File: src/rtl/rollo_ct_drain.sv
// rollo_ct_drain: reads ROLLO-II ciphertext words from the encrypt core and streams them
// through a first-word-fall-through skid FIFO with credit-limited read issue.
module rollo_ct_drain #(
  parameter int NUM_WORDS  = 148,
  parameter int FIFO_DEPTH = 4,
  parameter int ADDR_W     = 12
) (
  input  logic              clk,
  input  logic              rst_b,
  input  logic              enc_ready,
  output logic              rd_en,
  output logic [ADDR_W-1:0] rd_addr,
  input  logic [31:0]       rd_data,
  output logic              m_valid,
  output logic [31:0]       m_data,
  output logic              m_last,
  input  logic              m_ready,
  output logic              busy,
  output logic              done
);
  localparam int PW = $clog2(FIFO_DEPTH);
  localparam logic [ADDR_W-1:0] LAST = ADDR_W'(NUM_WORDS - 1);
  typedef enum logic [1:0] {ST_IDLE, ST_FETCH, ST_DRAIN, ST_DONE} state_t;
  state_t state, state_nx;
  logic enc_ready_q, in_flight, start, pop, last_issue, has_credit;
  logic [ADDR_W-1:0] issue_cnt, sent_cnt;
  logic [PW:0] wr_ptr, rd_ptr, fifo_count;
  logic [31:0] mem [FIFO_DEPTH];
  assign start = enc_ready & ~enc_ready_q;
  assign last_issue = issue_cnt == LAST;
  assign fifo_count = wr_ptr - rd_ptr;
  // a read in flight already owns a FIFO slot, so it counts against credit
  assign has_credit = ({1'b0, fifo_count} + {{(PW+1){1'b0}}, in_flight}) < (PW+2)'(FIFO_DEPTH);
  assign m_valid = fifo_count != '0;
  assign m_data = m_valid ? mem[rd_ptr[PW-1:0]] : '0;
  assign m_last = m_valid && sent_cnt == LAST;
  assign pop = m_valid & m_ready;
  assign rd_addr = issue_cnt;
  always_ff @(posedge clk or negedge rst_b)
    if (!rst_b) state <= ST_IDLE;
    else state <= state_nx;
  always_comb begin
    state_nx = state;
    case (state)
      ST_IDLE:  state_nx = start ? ST_FETCH : ST_IDLE;
      ST_FETCH: state_nx = (rd_en && last_issue) ? ST_DRAIN : ST_FETCH;
      ST_DRAIN: state_nx = (pop && m_last) ? ST_DONE : ST_DRAIN;
      default:  state_nx = ST_IDLE;
    endcase
  end
  always_comb begin
    busy = state == ST_FETCH || state == ST_DRAIN;
    done = state == ST_DONE;
    rd_en = state == ST_FETCH && has_credit;
  end
  always_ff @(posedge clk or negedge rst_b)
    if (!rst_b) begin
      enc_ready_q <= 1'b0;
      in_flight <= 1'b0;
      issue_cnt <= '0;
      sent_cnt <= '0;
      wr_ptr <= '0;
      rd_ptr <= '0;
    end else begin
      enc_ready_q <= enc_ready;
      in_flight <= rd_en;
      if (state == ST_IDLE && start) begin
        issue_cnt <= '0;
        sent_cnt <= '0;
      end else begin
        if (rd_en) issue_cnt <= last_issue ? '0 : issue_cnt + ADDR_W'(1);
        if (pop) sent_cnt <= m_last ? '0 : sent_cnt + ADDR_W'(1);
      end
      if (in_flight) wr_ptr <= wr_ptr + (PW+1)'(1);
      if (pop) rd_ptr <= rd_ptr + (PW+1)'(1);
    end
  always_ff @(posedge clk)
    if (in_flight) mem[wr_ptr[PW-1:0]] <= rd_data;
endmodule

File: config.mk
export PLATFORM = sky130hd
export DESIGN_NAME = rollo_ct_drain
export DESIGN_NICKNAME = d
export VERILOG_FILES = /design/src/rtl/rollo_ct_drain.sv
export SDC_FILE = /design/constraint.sdc
export NUM_CORES = 1
export LEC_CHECK = 0
export BUFFER_PORTS_ARGS = -buffer_cell sky130_fd_sc_hd__buf_2
export CORE_MARGIN = 3
export CORE_UTILIZATION = 26
export DETAILED_ROUTE_END_ITERATION = 10
export PLACE_DENSITY = 0.49
export SYNTH_ARGS = -nofsm -noshare
export SYNTH_HDL_FRONTEND = slang
export SYNTH_SLANG_ARGS = --single-unit
export TNS_END_PERCENT = 100
File: constraint.sdc
create_clock -name clk -period 4.4 [get_ports clk]
set_input_delay 0.44 -clock clk [delete_from_list [all_inputs] [get_ports clk]]
set_output_delay 0.44 -clock clk [all_outputs]
set_load 0.01 [all_outputs]
Word-level counts from Yosys, hierarchy flattened --
Memories as Yosys holds them, arrays and structs flattened. Cells that the tools add are included.
Word-level totals: bits in registers 34, latch bits 0, bits in writable memories 128, bits in read-only memories 0, input bits 36, output and inout bits 49, logic and storage cells 46, memories 1
Operators by class: add/sub/neg operators 6, multiply operators 0, div/mod/pow operators 0, $lt $le $gt $ge 1, eq/ne operators 5, shift-type cells 0, muxes and demuxes 13, bitwise logic cells 3, reductions and logical operators 10
Memories:
- mem | words 4, width 32, read ports 1, clocked after memory_dff 0, write ports 1, RTL line 28 | logic [31:0] mem [FIFO_DEPTH];
Operator list (number):
- $mux 12 | 6
- $mux 32 | 1
- $add 12x1->12 const B | 2
- $eq 12x8->1 const B | 2
- $add 3x1->3 const B | 2
- $pmux 2 s3 | 1
- $logic_and 1x1->1 | 5
- $add 3x1->4 | 1
- $eq 2x2->1 const B | 2
- $lt 4x3->1 const B | 1
- $mux 1 | 4
- $reduce_bool 2->1 | 2
- $reduce_bool 3->1 | 1
- $sub 3x3->3 | 1
- $and 1x1->1 | 2
- $eq 2x1->1 const B | 1
- $logic_not 2->1 | 1
- $mux 2 | 1
- $logic_or 1x1->1 | 1
- $not 1->1 | 1

Logic depth before layout (Yosys ltp) --
depth in word-level cells 7, mapped depth 9, depth with buffers taken out 8

Least setup slack after synthesis --
Ideal clock, no wire load.
path type reg-to-output, start point register wr_ptr[0], end point output port rd_en, arrival time 1987 ps, setup slack 1973 ps, stages on the path, launching flop included 7, buffers on the path 1, cell sequence dfrtp_1 inv_1 ha_1 fa_1 or3b_2 and3_1 buf_2
Between the ends: longest elaborated chain between the ends 4
Ends and longest elaborated chain:
- start: declaration | RTL line 27 | logic [PW:0] wr_ptr, rd_ptr, fifo_count;
- start signal: assignment | RTL line 74 | if (in_flight) wr_ptr <= wr_ptr + (PW+1)'(1);
- $sub 3x3->3 | RTL line 31 | assign fifo_count = wr_ptr - rd_ptr;
- $add 3x1->4 | RTL line 33 | assign has_credit = ({1'b0, fifo_count} + {{(PW+1){1'b0}}, in_flight}) < (PW+2)'(FIFO_DEPTH);
- $lt 4x3->1 | RTL line 33
- $logic_and 1x1->1 | RTL line 54 | rd_en = state == ST_FETCH && has_credit;
- end: declaration | RTL line 11 | output logic rd_en,
Every way passes these cells.

Worst setup path in the final report --
start point register wr_ptr[0], end point output port m_data[1]
Between the ends: longest elaborated chain between the ends 3
Ends and longest elaborated chain:
- $sub 3x3->3 | RTL line 31
- $reduce_bool 3->1 | RTL line 34 | assign m_valid = fifo_count != '0;
- $mux 32 | RTL line 35 | assign m_data = m_valid ? mem[rd_ptr[PW-1:0]] : '0;
- end: declaration | RTL line 15 | output logic [31:0] m_data,
Every way passes these cells.

==> impl_metrics.yaml <==
pwr:
  p_per_area_nw_per_um2: 736
  power.switching_w: 0.00210
  p_leak_nw: 2.95
  vdd_ir_drop_max_uv: 314
  p_comb_share_pct: 38.0
  clkPwrFrac_pct: 24.1
  finalPower_w: 0.00595
  internal_power_w: 0.00385
  p_seq_share_pct: 37.8
  netSwitchingFraction_pct: 35.4
cells_and_area:
  drive_gt1_share_pct: 32.3
  syn_to_final_growth_pct: 20.4
  seqCellArea_um2: 4700
  nNetsFinal: 535
  multi_input_area_um2: 1930
  fillCellCount: 2492
  fin_area_um2: 8080
  layout_common_cells: "edfxtp_1, buf_2, and2_1"
  final_common_cell: "edfxtp_1"
clock_network:
  htree_levels: 4
  clkLatencyLatePin_ns: 0.42
  cts_resized: 0
  cts.sinks: 162
  cts_made_buffers: 17
  path_clk_slew_ns: 0.07
  cts_tree: "done"
  cts_hold_buf: 0
  clock_path_buffers: 2
  post_cts_buffers: 0
  clock-root-buffer: "clkbuf_16"
route:
  vias: 3685
  drc: 0
  drt_first_pass_iters: 4
  drt_wl_total_mm: 13.9
  detail-route-antenna-nets: 0
  vias_per_cell: 4.44
  drt-initial-drc-count: 183
  wl_per_cell_um: 16.8
flow_run:
  cap_violations: 0
sta:
  slew-limit-headroom_pct: 34.5
  period_share_pct: 77.2
  post-route-min-period_ns: 3.40
  rsz0062_at_grt: "false"
  tns_ns: 0
  report.final.slew_viol_count: 0
  fmax_ghz: 0.294
  setup_ws_ns: 1.00
  worst_slew_pin_slew_ns: 0.982
  finalHoldViolations: 0
  holdWs_ns: 0.0961
  worst_clock_skew_ns: 0.00834
  finalSetupViolCount: 0
grt:
  grt_pass1_vias: 3913
  grt_max_degree: 36
  grt.overflow.total: 0
  antenna_found_initial: 1
  grt_pass1_wl_mm: 22.3
  track_usage_pct: 10.5
place:
  post_dp_cell_area_um2: 7500
  io_buffers: 84
  gp_congestion: 0.767
  place_ws_ns: 1.34
  dp_hpwl_mm: 8.53
worst_setup_path:
  reg2reg_to: "sent_cnt[10]$_DFFE_PN0P_"
  arrival_ns: 2.96
  criticalPathCategory: "flip-flop to output pin"
  critPathLaunchType: "flip-flop"
  critPathMaxFanout: 35
  rrSetupSlack_ns: 1.48
  cp_data_required_time_ns: 3.96
  endpoint_kind: "output pin"
  ff2ff_path_depth: 8
  r2r-start: "wr_ptr[0]$_DFFE_PN0P_"
yosys:
  synth_seq_cells: 162
  yosys_warnings: 0
  synth_nets: 446
  syn_inst: 397
  seq_area_frac_synth_pct: 69.9
  synthesis.area_um2: 6710
  synth_cell_type_count: 41
  avgSynthCellArea_um2: 16.9
floorplan:
  die_w_um: 167
  die_y_um: 167
  core_area_um2: 25300
  io_pins: 85
  start_util_pct: 26.6
  row_count: 58
  die-area_um2: 27800
run_status:
  status: "complete, no violations"
min_path:
  hp-class: "input pin to asynchronous set/reset pin"
[sequential cells by signal, indices dropped and copies added, names as in the netlist]
signal and cells:
mem 128, rd_addr 12, sent_cnt 12, rd_ptr 3, wr_ptr 3, state 2, enc_ready_q 1, in_flight 1
[critical path, stage by stage, from the launching register on]
cell and delay, ns:
dfrtp_1 0.41, inv_1 0.11, ha_1 0.21, fa_1 0.36, xnor3_2 0.30, nand3_2 0.58
and2_1 0.41, buf_2 0.15
[routing by layer]
layer | part of all wire (%) | global-route usage [%]
met4 | 1.6 | 3.98
met3 | 4.5 | 3.25
met2 | 47 | 16.7
met5 | 0.093 | 0
met1 | 46 | 13.5
[kinds of logic after synthesis]
logic type | share of synthesized area, %
flip-flops | 69.9
AO/OA/AOI/OAI | 2.91
multiplexers | 10.7
buffers and inverters | 1.38
XOR/XNOR | 2.70
AND/OR/NAND/NOR | 9.79
adder cells (fa/ha/maj) | 2.54
[Yosys cell counts (all sizes together)]
master | n | share of area, %
edfxtp | 128 | 57
and2 | 37 | 3.4
dfrtp | 34 | 13
mux4 | 32 | 11
nand2 | 24 | 1.3
nor2 | 20 | 1.1
xor2 | 14 | 1.8
ha | 12 | 2.2
clkbuf | 10 | 0.56
nand3 | 10 | 0.75
o21ai | 9 | 0.67
and3 | 8 | 0.75
buf | 6 | 0.48
inv | 6 | 0.34
nor3 | 6 | 0.45
o2111ai | 6 | 0.88
a21oi | 4 | 0.30
nand4 | 4 | 0.37
or3 | 4 | 0.37
xnor2 | 4 | 0.52
a31oi | 2 | 0.41
nand3b | 2 | 0.22
a211oi | 1 | 0.11
a32o | 1 | 0.15
a41o | 1 | 0.15
and3b | 1 | 0.13
fa | 1 | 0.30
nand4b | 1 | 0.13
nor3b | 1 | 0.11
nor4 | 1 | 0.093
nor4b | 1 | 0.13
nor4bb | 1 | 0.15
o211ai | 1 | 0.11
o41ai | 1 | 0.13
or2 | 1 | 0.093
or3b | 1 | 0.13
xnor3 | 1 | 0.35
[metrics by stage]
stage / cells / utilization [%]
final: 830 / 32.0
after global routing: 829 / 32.0
after CTS: 829 / 32.0
after detailed placement: 797 / 29.7
after global placement: 797 / 29.7
after floorplan: 397 / -
[how the worst max path moves through the flow]
stage,startpoint,end,cells after the start
floorplan,wr_ptr[0]$_DFFE_PN0P_,rd_en,6
finish,wr_ptr[0]$_DFFE_PN0P_,m_data[1],7
global route,wr_ptr[0]$_DFFE_PN0P_,m_data[1],7
detailed placement,wr_ptr[0]$_DFFE_PN0P_,m_data[1],7
CTS,wr_ptr[0]$_DFFE_PN0P_,m_data[1],7
global placement,wr_ptr[0]$_DFFE_PN0P_,m_data[1],7
[power groups by stage]
stage | Sequential [W] | Combinational [W] | Clock, W
final | 0.00225 | 0.00226 | 0.00144
after global routing | 0.00229 | 0.00254 | 0.00155
after CTS | 0.00226 | 0.00237 | 0.00149
after detailed placement | 0.00229 | 0.00236 | 0
after global placement | 0.00226 | 0.00233 | 0
after floorplan | 0.00224 | 0.00152 | 0
[cell type report]
| cell class | instances | area share [%] |
|---|---|---|
| antenna | 1 | 0.0310 |
| clock buffer | 18 | 5.31 |
| multi-input combinational | 213 | 23.9 |
| sequential | 162 | 58.1 |
| tap | 330 | 5.11 |
| inverter | 6 | 0.279 |
| clock inverter | 14 | 1.81 |
| timing repair buffer | 86 | 5.39 |
Note: power is estimated with default switching activity, not from simulation.
